==> config.mk <==
export PLATFORM = sky130hd
export DESIGN_NAME = alu_arb_flat
export DESIGN_NICKNAME = d
export VERILOG_FILES = /design/src/rtl/alu_arb_if.sv /design/src/rtl/alu_arb.sv /design/src/flat_wrapper.sv
export SDC_FILE = /design/constraint.sdc
export NUM_CORES = 1
export LEC_CHECK = 0
export ABC_CLOCK_PERIOD_IN_PS = 5600
export CAP_MARGIN = 20
export CORE_ASPECT_RATIO = 1.2
export CORE_MARGIN = 4
export CORE_UTILIZATION = 40
export CTS_CLUSTER_DIAMETER = 50
export DETAILED_ROUTE_END_ITERATION = 8
export PLACE_DENSITY = 0.93
export REMOVE_ABC_BUFFERS = 1
export SYNTH_ARGS = -nofsm -noshare
export SYNTH_HDL_FRONTEND = slang
export SYNTH_SLANG_ARGS = --single-unit
==> constraint.sdc <==
create_clock -name clk -period 5.6 [get_ports clk]
set_input_delay 1.4 -clock clk [delete_from_list [all_inputs] [get_ports clk]]
set_output_delay 1.4 -clock clk [all_outputs]
set_load 0.05 [all_outputs]
==> src/rtl/alu_arb_if.sv <==
// Requester-side bundle for alu_arb: one valid/ready request channel plus
// one valid/ready response channel. The arbiter uses the slave modport and
// the requester (pipeline or helper) uses the master modport.
interface alu_arb_if #(
  parameter int W   = 32,
  parameter int OPW = 3
);
  logic           req_valid;
  logic           req_ready;
  logic [OPW-1:0] req_op;
  logic [W-1:0]   req_a;
  logic [W-1:0]   req_b;
  logic           rsp_valid;
  logic           rsp_ready;
  logic [W-1:0]   rsp_data;

  modport master (
    output req_valid, req_op, req_a, req_b, rsp_ready,
    input  req_ready, rsp_valid, rsp_data
  );

  modport slave (
    input  req_valid, req_op, req_a, req_b, rsp_ready,
    output req_ready, rsp_valid, rsp_data
  );
endinterface

==> src/rtl/alu_arb.sv <==
// alu_arb: round-robin sharing of one combinational ALU between two
// requesters, with a registered result slot per requester so a stalled
// response on one side never blocks the other.
// Optional macro ALU_ARB_PERF_EN adds grant and conflict counters.
//
// state   | meaning
// PREF_0  | requester 0 wins when both are eligible
// PREF_1  | requester 1 wins when both are eligible
module alu_arb #(
  parameter int W   = 32,
  parameter int OPW = 3
) (
  input  logic           clk,
  input  logic           rst,
  alu_arb_if.slave       port0,
  alu_arb_if.slave       port1,
  output logic [W-1:0]   alu_op_a,
  output logic [W-1:0]   alu_op_b,
  output logic [OPW-1:0] alu_sel,
  input  logic [W-1:0]   alu_result
`ifdef ALU_ARB_PERF_EN
  ,
  output logic [31:0]    perf_grant0,
  output logic [31:0]    perf_grant1,
  output logic [31:0]    perf_conflict
`endif
);

  typedef enum logic {PREF_0 = 1'b0, PREF_1 = 1'b1} rr_t;

  localparam logic [OPW-1:0] OP_RSVD = {OPW{1'b1}};

  rr_t            rr_q, rr_d;
  logic           elig0, elig1;
  logic           grant0, grant1;
  logic [OPW-1:0] gnt_op;
  logic [W-1:0]   result;
  logic [W-1:0]   a_q, b_q;
  logic [OPW-1:0] sel_q;
  logic           rsp0_valid_q, rsp1_valid_q;
  logic [W-1:0]   rsp0_data_q, rsp1_data_q;

  // Pointer register; only moves after a grant.
  always_ff @(posedge clk) begin
    if (rst) rr_q <= PREF_0;
    else     rr_q <= rr_d;
  end

  // Arbitration, ALU operand drive and result gating.
  always_comb begin
    rr_d     = rr_q;
    elig0    = port0.req_valid && (!rsp0_valid_q || port0.rsp_ready);
    elig1    = port1.req_valid && (!rsp1_valid_q || port1.rsp_ready);
    grant0   = elig0 && (!elig1 || rr_q == PREF_0);
    grant1   = elig1 && (!elig0 || rr_q == PREF_1);
    gnt_op   = grant1 ? port1.req_op : port0.req_op;
    alu_op_a = a_q;
    alu_op_b = b_q;
    alu_sel  = sel_q;
    if (grant0 || grant1) begin
      alu_op_a = grant1 ? port1.req_a : port0.req_a;
      alu_op_b = grant1 ? port1.req_b : port0.req_b;
      // Reserved op runs as ADD on the ALU; its result is zeroed below.
      alu_sel  = (gnt_op == OP_RSVD) ? '0 : gnt_op;
    end
    result = (gnt_op == OP_RSVD) ? '0 : alu_result;
    if (grant0)      rr_d = PREF_1;
    else if (grant1) rr_d = PREF_0;
  end

  // Hold last ALU drive so idle cycles do not toggle the operands.
  always_ff @(posedge clk) begin
    if (rst) begin
      a_q   <= '0;
      b_q   <= '0;
      sel_q <= '0;
    end else begin
      a_q   <= alu_op_a;
      b_q   <= alu_op_b;
      sel_q <= alu_sel;
    end
  end

  // Per-requester result slots: load on grant, clear valid on consume.
  always_ff @(posedge clk) begin
    if (rst) begin
      rsp0_valid_q <= 1'b0;
      rsp1_valid_q <= 1'b0;
      rsp0_data_q  <= '0;
      rsp1_data_q  <= '0;
    end else begin
      if (grant0) begin
        rsp0_valid_q <= 1'b1;
        rsp0_data_q  <= result;
      end else if (port0.rsp_ready) begin
        rsp0_valid_q <= 1'b0;
      end
      if (grant1) begin
        rsp1_valid_q <= 1'b1;
        rsp1_data_q  <= result;
      end else if (port1.rsp_ready) begin
        rsp1_valid_q <= 1'b0;
      end
    end
  end

  assign port0.req_ready = grant0;
  assign port1.req_ready = grant1;
  assign port0.rsp_valid = rsp0_valid_q;
  assign port1.rsp_valid = rsp1_valid_q;
  assign port0.rsp_data  = rsp0_data_q;
  assign port1.rsp_data  = rsp1_data_q;

`ifdef ALU_ARB_PERF_EN
  // Grant counters and lost-arbitration counter, all wrapping.
  always_ff @(posedge clk) begin
    if (rst) begin
      perf_grant0   <= '0;
      perf_grant1   <= '0;
      perf_conflict <= '0;
    end else begin
      if (grant0) perf_grant0 <= perf_grant0 + 32'd1;
      if (grant1) perf_grant1 <= perf_grant1 + 32'd1;
      if (port0.req_valid && port1.req_valid && (grant0 ^ grant1))
        perf_conflict <= perf_conflict + 32'd1;
    end
  end
`endif

endmodule

==> src/flat_wrapper.sv <==
// flat-port wrapper written by rule: the top's interface ports become plain ports
module alu_arb_flat 
#(
  parameter int W   = 32,
  parameter int OPW = 3
)
  (clk, rst, alu_op_a, alu_op_b, alu_sel, alu_result, port0_req_valid, port0_req_op, port0_req_a, port0_req_b, port0_rsp_ready, port0_req_ready, port0_rsp_valid, port0_rsp_data, port1_req_valid, port1_req_op, port1_req_a, port1_req_b, port1_rsp_ready, port1_req_ready, port1_rsp_valid, port1_rsp_data);
  alu_arb_if #(.W(W), .OPW(OPW)) port0_i ();
  alu_arb_if #(.W(W), .OPW(OPW)) port1_i ();
  input  logic clk;
  input  logic rst;
  output logic [W-1:0] alu_op_a;
  output logic [W-1:0] alu_op_b;
  output logic [OPW-1:0] alu_sel;
  input  logic [W-1:0] alu_result;
  input wire logic [$bits(port0_i.req_valid)-1:0] port0_req_valid;
  input wire logic [$bits(port0_i.req_op)-1:0] port0_req_op;
  input wire logic [$bits(port0_i.req_a)-1:0] port0_req_a;
  input wire logic [$bits(port0_i.req_b)-1:0] port0_req_b;
  input wire logic [$bits(port0_i.rsp_ready)-1:0] port0_rsp_ready;
  output wire logic [$bits(port0_i.req_ready)-1:0] port0_req_ready;
  output wire logic [$bits(port0_i.rsp_valid)-1:0] port0_rsp_valid;
  output wire logic [$bits(port0_i.rsp_data)-1:0] port0_rsp_data;
  input wire logic [$bits(port1_i.req_valid)-1:0] port1_req_valid;
  input wire logic [$bits(port1_i.req_op)-1:0] port1_req_op;
  input wire logic [$bits(port1_i.req_a)-1:0] port1_req_a;
  input wire logic [$bits(port1_i.req_b)-1:0] port1_req_b;
  input wire logic [$bits(port1_i.rsp_ready)-1:0] port1_rsp_ready;
  output wire logic [$bits(port1_i.req_ready)-1:0] port1_req_ready;
  output wire logic [$bits(port1_i.rsp_valid)-1:0] port1_rsp_valid;
  output wire logic [$bits(port1_i.rsp_data)-1:0] port1_rsp_data;
  assign port0_i.req_valid = port0_req_valid;
  assign port0_i.req_op = port0_req_op;
  assign port0_i.req_a = port0_req_a;
  assign port0_i.req_b = port0_req_b;
  assign port0_i.rsp_ready = port0_rsp_ready;
  assign port0_req_ready = port0_i.req_ready;
  assign port0_rsp_valid = port0_i.rsp_valid;
  assign port0_rsp_data = port0_i.rsp_data;
  assign port1_i.req_valid = port1_req_valid;
  assign port1_i.req_op = port1_req_op;
  assign port1_i.req_a = port1_req_a;
  assign port1_i.req_b = port1_req_b;
  assign port1_i.rsp_ready = port1_rsp_ready;
  assign port1_req_ready = port1_i.req_ready;
  assign port1_rsp_valid = port1_i.rsp_valid;
  assign port1_rsp_data = port1_i.rsp_data;
  alu_arb #(.W(W), .OPW(OPW)) u_core (.clk(clk), .rst(rst), .port0(port0_i), .port1(port1_i), .alu_op_a(alu_op_a), .alu_op_b(alu_op_b), .alu_sel(alu_sel), .alu_result(alu_result));
endmodule
==> key figures <==
Placement
  – DPL Wire Length: 16000 um
  – Area after DPL: 9380 um2
  – Setup WS pre-CTS: 0.533 ns
  – Port Buffers: 306
  – GP Congestion: 0.867

Cells and area
  – P&R area growth vs syn: 74.7%
  – Most frequent cells in the layout: 236 x clkdlybuf4s50_1, 194 x nor2_1, 134 x dfxtp_1
  – Layout cells sized above 1: 13.6%
  – ANT cells: 0
  – Nets: 1199
  – Final Cell Area: 9960 um2
  – Commonest non-fill, non-tap cell in the layout: clkdlybuf4s50_1

Synth
  – Most frequently used flop master after synthesis: dfxtp_1
  – Average size of a mapped cell: 7.67 um2
  – Register area share after synthesis: 47.1%
  – Post-Synth XOR/XNOR Area: 0%
  – Synth Warn #: 0
  – Compound-Gate Fraction of Synth Area: 8.30%
  – Synthesized area: 5700 um2
  – Main combinational cell family by area after synthesis: simple AND/OR/NAND/NOR gates
  – Asr flop ratio synth: 0%
  – Adder-Cell Fraction of Synth Area: 0%
  – Post-Synth Simple-Gate Area: 38.0%
  – Synth unique cells: 30
  – Number of synthesized flops with an enable pin: 0
  – Portion of netlist area occupied by mux cells: 0.351%
  – FF+latch count, synth: 134
  – Synthesized instance count: 743

STA
  – Worst Skew: 0.00682 ns
  – Fmax: 0.196 GHz
  – Normalized max-slew margin: 26.8%
  – Hold Violations, Final: 0
  – Fin crit share: 90.9%
  – Max Slew Vio Count: 0
  – Unrepaired setup endpoints after global routing: false
  – Period minus WS final: 5.09 ns
  – Number of setup violations in the final report: 0
  – Hold slack: 0.449 ns
  – Worst Tran Pin Value: 1.10 ns
  – Final WS setup: 0.509 ns

Outcome
  – Status: finished, final reports clean

Clock tree
  – H-tree depth: 4
  – Number of buffers created by CTS: 17
  – Post-CTS Hold Buffers: 0
  – Clock Sinks: 134
  – Clk buf depth: 2
  – Worst-path clk slew: 0.06 ns
  – TritonCTS clock tree: built
  – Post-CTS Setup Repair Bufs: 0
  – Post_cts resized: 0
  – Clk_lat worst skew: 0.41 ns
  – Root Buffer: clkbuf_16

GRT
  – Initial antenna violation count: 1
  – Largest net degree at the start of global routing: 99
  – First-pass GRT wire length: 33000 um
  – Gr usage total: 25.5%
  – Vias in the first global route: 6664
  – Congestion Overflow GR: 0

Critical path
  – Worst path arrival time: 3.69 ns
  – Critical path class: primary input to primary output
  – Worst-case reg-to-reg path depth: 7
  – CP Max Fanout: 18
  – Worst Setup End Kind: primary output
  – Worst Setup Start Kind: primary input
  – Worst path required time: 4.20 ns

Routing
  – DR vias/cell: 5.46
  – Post-Route WL: 21800 um
  – Final ANT Viol Nets: 0
  – Routed len/inst: 18.0 um
  – Drc violations: 0
  – Drt first pass iters: 5
  – 1st-iter DRT viols: 309
  – Vias: 6607

Pwr
  – Pwr Density: 329 nW/um2
  – Leak pwr: 3.91 nW
  – Worst vdd ir: 209 uV

Floorplanning
  – Die W: 117 um
  – Full die area: 16200 um2
  – Core Area: 13900 um2
  – Die Ht: 139 um
  – Num rows: 47
  – Top Ports: 307
  – Initial Util: 41.1%

Run
  – Max cap viols: 0

Min path
  – Tightest Hold Check Type: flop to flop
  – WHS Path Cells: 2
synthesized netlist by cell type, drive strengths merged (3+ instances only):
cell type	instances	area share, %
nor2	198	13
dfxtp	134	47
nand2	71	4.7
a21oi	67	5.9
nand3	66	5.8
nor3	64	5.6
nor4	64	8.2
clkbuf	32	2.1
buf	24	3.9
inv	3	0.20
registers in the layout, summed over array words and instances (netlist names):
name	count
u_core.port1.rsp_valid	1
u_core.rr_q	1
u_core.sel_q	3
u_core.port0.rsp_valid	1
u_core.port0.rsp_data	32
u_core.b_q	32
u_core.a_q	32
u_core.port1.rsp_data	32
routing by layer:
| layer | vias up | track usage (%) | part of all wire, % |
|---|---|---|---|
| met5 | - | 0 | 0.037 |
| met4 | 2 | 8.57 | 2.8 |
| met3 | 47 | 9.60 | 9.8 |
| met2 | 276 | 46.2 | 51 |
| met1 | 3137 | 26.3 | 36 |
| li1 | 3145 | - | - |
logic make-up (layout without fill, tap and decap cells):
logic type | count (synthesis) | after routing
AND/OR/NAND/NOR | 466 | 466
flip-flops | 134 | 134
buffers and inverters | 60 | 357
AO/OA/AOI/OAI | 81 | 81
multiplexers | 2 | 2
metrics by stage:
stage                     setup TNS [ns]  cells  power, mW  util [%]
after global routing                   0   1211       3.39      71.7
after floorplan                   -64.38    687       1.64         -
after global placement                 0   1179       2.19      67.6
after CTS                              0   1211       3.30      71.7
after detailed placement               0   1179       2.22      67.6
final                                  0   1211       3.28      71.7
final timing paths:
path / from / slack [ns] / to
worst max register to register: u_core.port1.rsp_valid / 3.28 / u_core.port0.rsp_data[14]
worst min-delay path: u_core.port0.rsp_data[7] / 0.45 / u_core.port0.rsp_data[7]
worst min register to register: u_core.port0.rsp_data[7] / 0.45 / u_core.port0.rsp_data[7]
worst max-delay path: port1_rsp_ready / 0.51 / alu_op_a[30]
report_power, final:
| group | internal [mW] | switching [mW] | leakage, nW |
|---|---|---|---|
| Clock | 0.595 | 0.484 | 0.282 |
| Sequential | 1.03 | 0.0291 | 1.11 |
| Combinational | 0.481 | 0.657 | 2.52 |
| Total | 2.11 | 1.17 | 3.91 |
area by class of cell:
| type | instances | area [um2] |
|---|---|---|
| Fill cell | 970 | 3920 |
| Timing Repair Buffer | 321 | 3790 |
| Sequential cell | 134 | 2680 |
| Multi-Input combinational cell | 549 | 2680 |
| Clock buffer | 17 | 425 |
| Tap cell | 171 | 214 |
| Clock inverter | 15 | 150 |
| Inverter | 4 | 16.3 |
worst max-delay path, stage by stage:
cell and delay (ns):
clkdlybuf4s50_1 0.46, nand2b_1 0.30, a311o_2 0.51, buf_4 0.30, nor2_1 0.09, nor3_1 0.41, buf_12 0.20
(Power assumes the default switching activity.)
